==> config.mk <==
export PLATFORM = sky130hd
export DESIGN_NAME = rca_serial_sub
export DESIGN_NICKNAME = d
export VERILOG_FILES = /design/src/rtl/rca_serial_sub.sv
export SDC_FILE = /design/constraint.sdc
export NUM_CORES = 1
export LEC_CHECK = 0
export BUFFER_PORTS_ARGS = -buffer_cell sky130_fd_sc_hd__buf_2
export CORE_MARGIN = 2
export CORE_UTILIZATION = 55
export CTS_CLUSTER_DIAMETER = 100
export DETAILED_ROUTE_END_ITERATION = 12
export HOLD_SLACK_MARGIN = 0.08
export PLACE_DENSITY_LB_ADDON = 0.08
export SYNTH_ARGS = -nofsm -noshare
export SYNTH_HDL_FRONTEND = slang
export SYNTH_SLANG_ARGS = --single-unit
export TNS_END_PERCENT = 50
==> constraint.sdc <==
create_clock -name clk -period 2.4 [get_ports clk]
set_input_delay 0.24 -clock clk [delete_from_list [all_inputs] [get_ports clk]]
set_output_delay 0.24 -clock clk [all_outputs]
set_load 0.01 [all_outputs]
==> src/rtl/rca_serial_sub.sv <==
`default_nettype none
// ---------------------------------------------------------------------------
// rca_serial_sub : bit-serial ripple-borrow subtractor, {borrow,diff} = a-b-bin
// Revision 1.0 - initial release
// ---------------------------------------------------------------------------
module rca_serial_sub #(
  parameter int WIDTH = 4
) (
  input  logic             clk,
  input  logic             rst,
  input  logic             in_valid,
  output logic             in_ready,
  input  logic [WIDTH-1:0] a,
  input  logic [WIDTH-1:0] b,
  input  logic             bin,
  output logic             out_valid,
  input  logic             out_ready,
  output logic [WIDTH-1:0] diff,
  output logic             borrow,
  output logic             busy
);

  localparam int CW = $clog2(WIDTH);
  localparam logic [CW-1:0] LAST_CNT = CW'(WIDTH - 1);

  typedef enum logic [1:0] {
    IDLE  = 2'd0,
    SHIFT = 2'd1,
    DONE  = 2'd2
  } state_t;

  state_t           state;
  state_t           state_nx;
  logic [WIDTH-1:0] a_sh;
  logic [WIDTH-1:0] b_sh;
  logic [WIDTH-1:0] res_sh;
  logic             br;
  logic [CW-1:0]    cnt;

  logic             ai;
  logic             bi;
  logic             d;
  logic             br_nx;
  logic             last;

  always_comb begin
    ai    = a_sh[0];
    bi    = b_sh[0];
    d     = ai ^ bi ^ br;
    br_nx = (~ai & bi) | (~(ai ^ bi) & br);
    last  = (cnt == LAST_CNT);
  end

  always_comb begin
    state_nx = state;
    unique case (state)
      IDLE:    if (in_valid)  state_nx = SHIFT;
      SHIFT:   if (last)      state_nx = DONE;
      DONE:    if (out_ready) state_nx = IDLE;
      default:                state_nx = IDLE;
    endcase
  end

  always_ff @(posedge clk) begin
    if (rst) state <= IDLE;
    else     state <= state_nx;
  end

  always_ff @(posedge clk) begin
    if (rst) begin
      a_sh   <= '0;
      b_sh   <= '0;
      res_sh <= '0;
      br     <= 1'b0;
      cnt    <= '0;
      diff   <= '0;
      borrow <= 1'b0;
    end else begin
      case (state)
        IDLE: begin
          if (in_valid) begin
            a_sh <= a;
            b_sh <= b;
            br   <= bin;
            cnt  <= '0;
          end
        end
        SHIFT: begin
          // Result fills from the MSB side; after WIDTH shifts bit 0 is the first d.
          a_sh   <= a_sh >> 1;
          b_sh   <= b_sh >> 1;
          res_sh <= {d, res_sh[WIDTH-1:1]};
          br     <= br_nx;
          cnt    <= cnt + CW'(1);
          if (last) begin
            diff   <= {d, res_sh[WIDTH-1:1]};
            borrow <= br_nx;
          end
        end
        default: ;
      endcase
    end
  end

  assign in_ready  = (state == IDLE);
  assign out_valid = (state == DONE);
  assign busy      = (state != IDLE);

endmodule
`default_nettype wire
Yosys cells after proc, flatten, opt, wreduce, memory -nomap -nowiden
Index checks and enable logic that the tools add are counted.
{ "classes": {"addsub": 1, "eq_ne": 6, "mux": 12, "bitwise": 7, "reduce_logical": 6} }
{ "op_table": {"columns": ["cell", "n"], "rows": [
  ["4-bit one-hot mux with 2 select lines", 2],
  ["2-bit 2-to-1 mux", 4],
  ["4-bit 2-to-1 mux", 2],
  ["2-bit one-hot mux with 3 select lines", 1],
  ["2-bit equality test (second input constant)", 2],
  ["2-bit inequality test (second input constant)", 2],
  ["2-bit one-hot mux with 2 select lines", 1],
  ["2-bit AND reduction", 2],
  ["2-bit nonzero test", 2],
  ["3-bit AND reduction", 1],
  ["2-bit by 1-bit adder with 2-bit output (second input constant)", 1],
  ["1-bit bitwise AND", 2],
  ["2-bit by 1-bit equality test with 1-bit output (second input constant)", 1],
  ["2-bit logical NOT", 1],
  ["2-bit by 1-bit inequality test with 1-bit output (second input constant)", 1],
  ["1-bit NOT", 2],
  ["1-bit one-hot mux with 2 select lines", 1],
  ["1-bit bitwise XOR", 2],
  ["1-bit 2-to-1 mux", 1],
  ["1-bit bitwise OR", 1]
]} }
{ "word_totals": {"ff_bits": 22, "elab_cells": 40} }

Longest topological paths before layout
Gate-level depths: netlist of the first run.
{ "logic_depth": {"depth_word": 5, "ltp_mapped": 5, "ltp_nobuf": 4} }

Worst setup path before layout of the first run
OpenSTA, ideal clock, no wires.
{ "synth_timing": {"kind": "register -> register", "from": "reg b_sh[0]", "to": "reg br", "arrival_time_ps": 1025, "path_slack_ps": 1272, "path_stages_with_launch": 4, "path_cell_list": "dfxtp_1 > inv_1 > fa_1 > a222oi_1"} }
{ "synth_via": {"elab_chain_len": 5, "word_cells_on_any_way": 6, "cone_classes": "mux (1); bitwise (5)"} }
{ "synth_rtl": {"columns": ["item", "line_no", "source"], "rows": [
  ["start: declaration", "35", "logic [WIDTH-1:0] b_sh;"],
  ["start signal: assignment", "91", "b_sh <= b_sh >> 1;"],
  ["1-bit bitwise XOR", "50", "br_nx = (~ai & bi) | (~(ai ^ bi) & br);"],
  ["1-bit NOT", "50", null],
  ["1-bit bitwise AND", "50", null],
  ["1-bit bitwise OR *", "50", null],
  ["1-bit one-hot mux with 2 select lines *", "79", "case (state)"],
  ["end signal: assignment", "84", "br <= bin;"],
  ["end signal: assignment", "93", "br <= br_nx;"],
  ["end: declaration", "37", "logic br;"]
]} }
Mark *: on every way between the ends. The rest lies on a longest branch, timed or not.
A chain may end at the register's enable or synchronous reset.

Final worst setup path of the first run
{ "layout_timing": {"from": "reg state[1]", "to": "out in_ready"} }
{ "layout_via": {"elab_chain_len": 1} }
{ "layout_rtl": {"columns": ["item", "line_no", "source"], "rows": [
  ["start: declaration", "32", "state_t state;"],
  ["start signal: assignment", "66", "else state <= state_nx;"],
  ["2-bit logical NOT", "105", "assign in_ready = (state == IDLE);"],
  ["end: declaration", "12", "output logic in_ready,"]
]} }
No other way between the ends.

==> qor.csv, run 1 <==
metric;value;unit
drc;0;
ys_ff_latch;21;
worstHoldStart;a[3];
placement.io_buffers;20;
rows;15;
final_common_cell;dfxtp_1;
placed_area;0.00103;mm²
grt_usage;19.1;%
reg2reg_depth;3;
synth_area;955;µm²
first_pass_iters;6;
cellLeakagePower;0.000427;µW
core;0.00167;mm²
diodes;0;
syn_inst;101;
cp_data_required_time;2160;ps
setup_ws;464;ps
yosysSeqAreaShare;44.0;%
vias;755;
clk-insertion-delay-late;300;ps
die_h;45.7;µm
die_area;0.00208;mm²
r2r-start;state[0];
hold_depth;3;
tns;0;ps
synth_flop_cell;dfxtp_1;
min_period_over_period;80.7;%
maxCapViolCount;0;
area_growth;10.4;%
cts_setup_buffers;0;
worstReg2RegEnd;borrow;
wl_per_cell;13.7;µm
syn_area_per_cell;9.45;µm²
layout_common_cells;dfxtp_1, buf_2, nor2_1, nor2b_1, nand2b_1;
numCtsBuffers;3;
synth_nets;116;
startpoint;state[1];
startpoint_type;flop;
cts_max_level;1;
grt-ovfl-total;0;
synth_cell_types;25;
fmax;516;MHz
grt_max_degree;23;
clock_sinks;21;
cts_tree;built;
cellPowerDensity;617;mW/mm²
whs_endpoint;a_sh[3];
status;complete, no violations;
synth_edf_count;0;
tightest_slew;718;ps
finClkSkew;9.94;ps
start_util;57.2;%
grt_first_pass_wirelength;2880;µm
layout-drive-gt1-share;23.1;%
worst-path-max-fanout;13;
dpl.hpwl;1240;µm
setup_viol;0;
dp_slack;759;ps
fin_nets;133;
clk_path_buf_depth;2;
ctsHoldBuffers;0;
ant_nets;0;
grt_pass1_vias;612;
async_flop_share;0;%
yosysWarnings;0;
max_slew_margin;52.0;%
hp-class;primary input to flop;
path_clk_slew;120;ps
antenna_found_initial;0;
ir_drop;0.441;mV
arrival;1700;ps
vias_per_cell;5.63;
period_needed;1940;ps
gp_congestion;0.750;
whs;194;ps
rsz0062_at_grt;no;
final_util;63.1;%
io_pins;21;
cp-end-kind;output port;
timing_hold_violations_final;0;
root_buffer;clkbuf_4;
dr.first_iter.drc_count;60;
wl;1840;µm
die_w;45.7;µm
fin_area;0.00105;mm²
reg2reg_slack;770;ps
cts_resized;0;
slew_viol_final;0;
path_class;flop to output port;
==> critical path, stage by stage, from the launching register on <==
cell and delay (ps):
dfxtp_1 510, nor2_1 640, buf_2 250
==> worst max-delay path by stage <==
stage          slack [ps]        to  cells past startpoint
5_1_grt               380      busy                      3
4_1_cts               510  in_ready                      2
3_3_place_gp          840    borrow                      3
3_5_place_dp          760    borrow                      3
6_report              460  in_ready                      2
2_1_floorplan        1270        br                      3
==> state kept, by name, indices dropped and copies added (netlist names) <==
| register | count |
|---|---|
| res_sh | 3 |
| borrow | 1 |
| cnt | 2 |
| br | 1 |
| a_sh | 4 |
| state | 2 |
| diff | 4 |
| b_sh | 4 |
==> metal layers <==
layer  track usage [%]  part of all wire, %
met3              3.57                  3.3
met2              25.9                   45
met5                 0                    0
met4              7.06                    0
met1              29.3                   51
==> metrics by stage <==
step | power (µW) | std cells
2_1_floorplan | 462 | 101
3_3_place_gp | 486 | 130
3_5_place_dp | 488 | 130
4_1_cts | 651 | 134
5_1_grt | 684 | 134
6_report | 650 | 134
==> logic make-up (layout without fill, tap and decap cells) <==
kind of cell    after synthesis  count (layout)  synth area share (%)
compound gates               19              19                  16.5
fa+ha+maj                     2               2                  3.41
buf+inv                      12              28                  6.81
flops                        21              21                  44.0
mux                           5               5                  5.24
simple gates                 42              42                  24.0
==> Yosys cell counts, types with 2 or more instances <==
cell type	n	share of area [%]
a21oi_1	6	3.1
a222oi_1	7	7.3
a32oi_1	2	1.8
buf_2	4	2.1
buf_4	2	1.6
dfxtp_1	21	44
inv_1	4	1.6
mux2i_1	5	5.2
nand2_1	4	1.6
nand2b_1	8	5.2
nand3_1	4	2.1
nor2_1	14	5.5
nor2b_1	8	5.2
==> area by class of cell <==
cell class	instances	area [µm²]
clock buffers	3	22.5
clock inverters	1	5.00
fillers	136	617
inverters	4	15.0
multi-input cells	68	469
flip-flops and latches	21	420
well taps	17	21.3
repair buffers	20	100
==> power by group <==
group          switching (µW)  total, µW  internal [µW]
clock                     107        169           62.0
sequential               18.2        389            371
combinational            48.3       92.1           43.8
Power figures use the tool's default switching activity.
==> inputs of run 2 (changes only) <==
--- a/config.mk
+++ b/config.mk
@@ -7,7 +7,7 @@
 export LEC_CHECK = 0
 export BUFFER_PORTS_ARGS = -buffer_cell sky130_fd_sc_hd__buf_2
 export CORE_MARGIN = 2
-export CORE_UTILIZATION = 55
+export CORE_UTILIZATION = 51
 export CTS_CLUSTER_DIAMETER = 100
 export DETAILED_ROUTE_END_ITERATION = 12
 export HOLD_SLACK_MARGIN = 0.08
==> constraint.sdc (replaced) <==
create_clock -name clk -period 2 [get_ports clk]
set_input_delay 0.2 -clock clk [delete_from_list [all_inputs] [get_ports clk]]
set_output_delay 0.2 -clock clk [all_outputs]
set_load 0.01 [all_outputs]
==> qor.csv, run 2 (synthesized netlist as in run 1, its figures left out) <==
metric;value;unit;change
grt_max_degree;23;;unchanged
cellLeakagePower;0.000432;µW;+1.3%
setup_ws;131;ps;-333 ps
root_buffer;clkbuf_4;;
ctsHoldBuffers;0;;unchanged
timing_hold_violations_final;0;;unchanged
worst-path-max-fanout;13;;unchanged
wl;1770;µm;-3.6%
drc;0;;unchanged
min_period_over_period;93.4;%;
antenna_found_initial;0;;unchanged
vias_per_cell;5.41;;-3.9%
dpl.hpwl;1250;µm;+0.97%
dr.first_iter.drc_count;46;;-23%
tightest_slew;732;ps;+13.5 ps
slew_viol_final;0;;unchanged
gp_congestion;0.727;;-3.1%
grt_pass1_vias;700;;+14%
placement.io_buffers;20;;unchanged
cellPowerDensity;724;mW/mm²;+17%
diodes;0;;unchanged
grt-ovfl-total;0;;unchanged
first_pass_iters;4;;-2
slowest_delay;630;ps;about the same
reg.largest.list;a_sh (4), b_sh (4), diff (4);;
grt_first_pass_wirelength;2900;µm;+0.94%
final_common_cell;dfxtp_1;;
cts_max_level;1;;unchanged
clk_path_buf_depth;2;;unchanged
die_h;47.3;µm;+3.5%
fin_nets;134;;+0.75%
start_util;54.7;%;-2.5 points
cts_resized;0;;unchanged
period_needed;1870;ps;
crit_chain;nor2_1 -> buf_2;;
hp-class;primary input to flop;;
ant_nets;0;;unchanged
crit_family;simple AND/OR/NAND/NOR gates;;
io_pins;21;;unchanged
wl_per_cell;12.4;µm;-9.7%
clock_sinks;21;;unchanged
path_clk_slew;110;ps;about the same
crit_buf_inv;1;;unchanged
cp_data_required_time;1800;ps;-360 ps
layout_common_cells;dfxtp_1, buf_2, nor2_1, nor2b_1, nand2b_1;;
clk-insertion-delay-late;300;ps;about the same
path_class;flop to output port;;
core;0.00175;mm²;+4.5%
startpoint_type;flop;;
rsz0062_at_grt;no;;
dp_slack;382;ps;-377 ps
die_w;47.3;µm;+3.5%
ir_drop;0.396;mV;-10%
grt_usage;18.4;%;-0.69 points
numCtsBuffers;3;;unchanged
arrival;1670;ps;-30 ps
fmax;535;MHz;
layout-drive-gt1-share;23.7;%;+0.65 points
critPathSlowestCell;nor2_1;;
cts_setup_buffers;0;;unchanged
maxCapViolCount;0;;unchanged
status;complete, no violations;;
area_growth;12.2;%;
cp-end-kind;output port;;
finalPower;775;µW;+19%
die_area;0.00223;mm²;+7.2%
cts_tree;built;;
tns;0;ps;unchanged
max_slew_margin;51.0;%;-0.91 points
finClkSkew;4.82;ps;-5.12 ps
vias;774;;+2.5%
setup_viol;0;;unchanged
rows;15;;unchanged
[run 2: cell types whose count changed in the layout (fill, tap and decap cells not counted), sizes merged]
cell / delta
buf: +1
[run 2: worst paths after layout]
kind / cells after the start / endpoint / slack [ps] / start
setup / recovery: 2 / in_ready / 130 / state[0]
hold / removal: 3 / state[1] / 160 / out_ready
setup reg to reg: 3 / borrow / 340 / state[0]
hold reg to reg: 2 / diff[2] / 460 / diff[2]
[run 2: worst reg2reg max path, cell delays in order, from the launching register on]
cell and delay [ps]:
dfxtp_1 660, nor2b_2 540, a21oi_1 130, a311oi_1 240
[run 2: metrics by stage]
step / cells / hold slack [ps] / utilization (%) / cell area (µm²)
6_report: 143 / 158 / 61.4 / 1070
3_3_place_gp: 139 / 441 / 59.8 / 1040
3_5_place_dp: 139 / 443 / 59.8 / 1040
5_1_grt: 143 / 157 / 61.4 / 1070
2_1_floorplan: 101 / 372 / - / 955
4_1_cts: 143 / 154 / 61.4 / 1070
[run 2: final cells by class]
cell class	instances	area [µm²]
Clock buffer	3	22.5
Clock inverter	1	5.00
Fill cell	167	674
Inverter	4	15.0
Multi-Input combinational cell	68	469
Sequential cell	21	420
Tap cell	25	31.3
Timing Repair Buffer	21	108
[run 2: per-layer routing]
layer	part of all wire, %	wire (µm)	track usage [%]
met2	47	829	29.7
met1	49	865	24.3
met5	0	0	0
met3	2.9	52	3.46
met4	1.2	21	6.67
[run 2: power by group]
group          internal (µW)  total [µW]  switching [µW]
Sequential               445         466            20.9
Clock                   74.5         198             123
Combinational           53.5         112            58.0
==> inputs of run 3 (changes only) <==
--- a/config.mk
+++ b/config.mk
@@ -7,7 +7,7 @@
 export LEC_CHECK = 0
 export BUFFER_PORTS_ARGS = -buffer_cell sky130_fd_sc_hd__buf_2
 export CORE_MARGIN = 2
-export CORE_UTILIZATION = 51
+export CORE_UTILIZATION = 46
 export CTS_CLUSTER_DIAMETER = 100
 export DETAILED_ROUTE_END_ITERATION = 12
 export HOLD_SLACK_MARGIN = 0.08
==> constraint.sdc (replaced) <==
create_clock -name clk -period 1.6 [get_ports clk]
set_input_delay 0.16 -clock clk [delete_from_list [all_inputs] [get_ports clk]]
set_output_delay 0.16 -clock clk [all_outputs]
set_load 0.01 [all_outputs]
==> qor.csv, run 3 (synthesized netlist as in run 1, its figures left out) <==
metric;value;unit;change
slew_viol_final;0;;unchanged
startpoint;state[1];;
core;0.00196;mm²;+12%
path_clk_slew;110;ps;about the same
path_class;flop to output port;;
tns;0;ps;unchanged
reg2reg_slack;310;ps;-30 ps
cts_resized;0;;unchanged
cp-end-kind;output port;;
gp_congestion;0.732;;+0.67%
numCtsBuffers;3;;unchanged
diodes;0;;unchanged
busiest_layer;met2;;
area_growth;15.5;%;
ctsHoldBuffers;0;;unchanged
cellLeakagePower;0.000449;µW;+3.9%
rsz0062_at_grt;no;;
finClkSkew;5.79;ps;+0.968 ps
grt_max_degree;23;;unchanged
cts_tree;built;;
layout_common_cells;dfxtp_1, buf_2, nor2_1, nor2b_1, nand2b_1;;
vias_per_cell;5.21;;-3.8%
startpoint_type;flop;;
grt_pass1_vias;746;;+6.6%
worst-path-max-fanout;11;;-2
cts_max_level;1;;unchanged
reg2reg_depth;4;;+1
tightest_slew;426;ps;-305 ps
arrival;1340;ps;-330 ps
wl;1800;µm;+1.9%
die_area;0.00246;mm²;+9.9%
setup_viol;0;;unchanged
clock_sinks;21;;unchanged
die_w;49.6;µm;+4.8%
hp-class;primary input to flop;;
fmax;669;MHz;
period_needed;1500;ps;
clk-insertion-delay-late;300;ps;about the same
layout-drive-gt1-share;25.4;%;+1.7 points
root_buffer;clkbuf_4;;
worstReg2RegEnd;b_sh[0];;
min_period_over_period;93.5;%;
placement.io_buffers;20;;unchanged
wl_per_cell;12.1;µm;-2.2%
max_slew_margin;71.6;%;+21 points
grtUsageMet3;3.94;%;+0.48 points
dp_slack;320;ps;-62.8 ps
worstSetupEndpoint;busy;;
dpl.hpwl;1280;µm;+1.7%
gr-usage-met2;25.1;%;-4.6 points
ant_nets;0;;unchanged
io_pins;21;;unchanged
final_common_cell;dfxtp_1;;
grt-ovfl-total;0;;unchanged
die_h;49.6;µm;+4.8%
cts_setup_buffers;0;;unchanged
dr.first_iter.drc_count;30;;-35%
met1_usage;22.2;%;-2.1 points
first_pass_iters;5;;+1
fin_nets;138;;+3.0%
cellPowerDensity;894;mW/mm²;+24%
rows;16;;+1
timing_hold_violations_final;0;;unchanged
start_util;48.7;%;-6.0 points
cp_data_required_time;1440;ps;-360 ps
r2r-start;state[1];;
grt_first_pass_wirelength;3170;µm;+9.3%
vias;776;;+0.26%
drc;0;;unchanged
reg.largest.list;a_sh (4), b_sh (4), diff (4);;
setup_ws;104;ps;-26.8 ps
status;complete, no violations;;
ir_drop;0.541;mV;+36%
antenna_found_initial;0;;unchanged
grt_usage;16.8;%;-1.5 points
clk_path_buf_depth;2;;unchanged
maxCapViolCount;0;;unchanged
-- run 3: layer usage --
layer  vias to the layer above  routed length, µm  share of wire, %
met5                         -                  0                 0
met4                         0                 46               2.6
met1                       350                839                47
met2                        29                798                44
met3                         5                117               6.5
li1                        392                  -                 -
-- run 3: report_power, final --
| part | switching (µW) | total (µW) | internal [µW] |
|---|---|---|---|
| Combinational | 80.8 | 156 | 75.3 |
| Sequential | 19.3 | 575 | 556 |
| Clock | 157 | 255 | 97.2 |
| Total | 257 | 986 | 728 |
-- run 3: layout make-up --
type | count | area [µm²]
clock buffers | 4 | 26.3
fillers | 212 | 860
inverters | 4 | 15.0
multi-input cells | 68 | 469
flip-flops and latches | 21 | 420
well taps | 27 | 33.8
repair buffers | 25 | 138
-- run 3: worst min-delay path by stage --
stage	start	end	slack, ps	depth (start not counted)
3_3_place_gp	a[3]	a_sh[3]	430	3
2_1_floorplan	a[3]	a_sh[3]	330	2
6_report	out_ready	state[1]	110	3
3_5_place_dp	out_ready	state[1]	430	3
4_1_cts	a[3]	a_sh[3]	100	3
5_1_grt	out_ready	state[1]	90	3
-- run 3: critical path, cell delays in order, from the launching register on --
cell     delay, ps
dfxtp_1        410
buf_4          220
nor2_1          60
buf_4          170
inv_1           50
buf_2          110
-- run 3: stage by stage --
| stage | cell area, µm² | total power, µW | util [%] | hold slack, ps | std cells |
|---|---|---|---|---|---|
| final | 1100 | 986 | 56.2 | 109 | 149 |
| after global routing | 1100 | 1050 | 56.2 | 94.5 | 149 |
| after CTS | 1100 | 1000 | 56.2 | 99.1 | 149 |
| after detailed placement | 1080 | 744 | 54.8 | 428 | 145 |
| after global placement | 1080 | 740 | 54.8 | 425 | 145 |
| after floorplan | 955 | 693 | - | 332 | 101 |
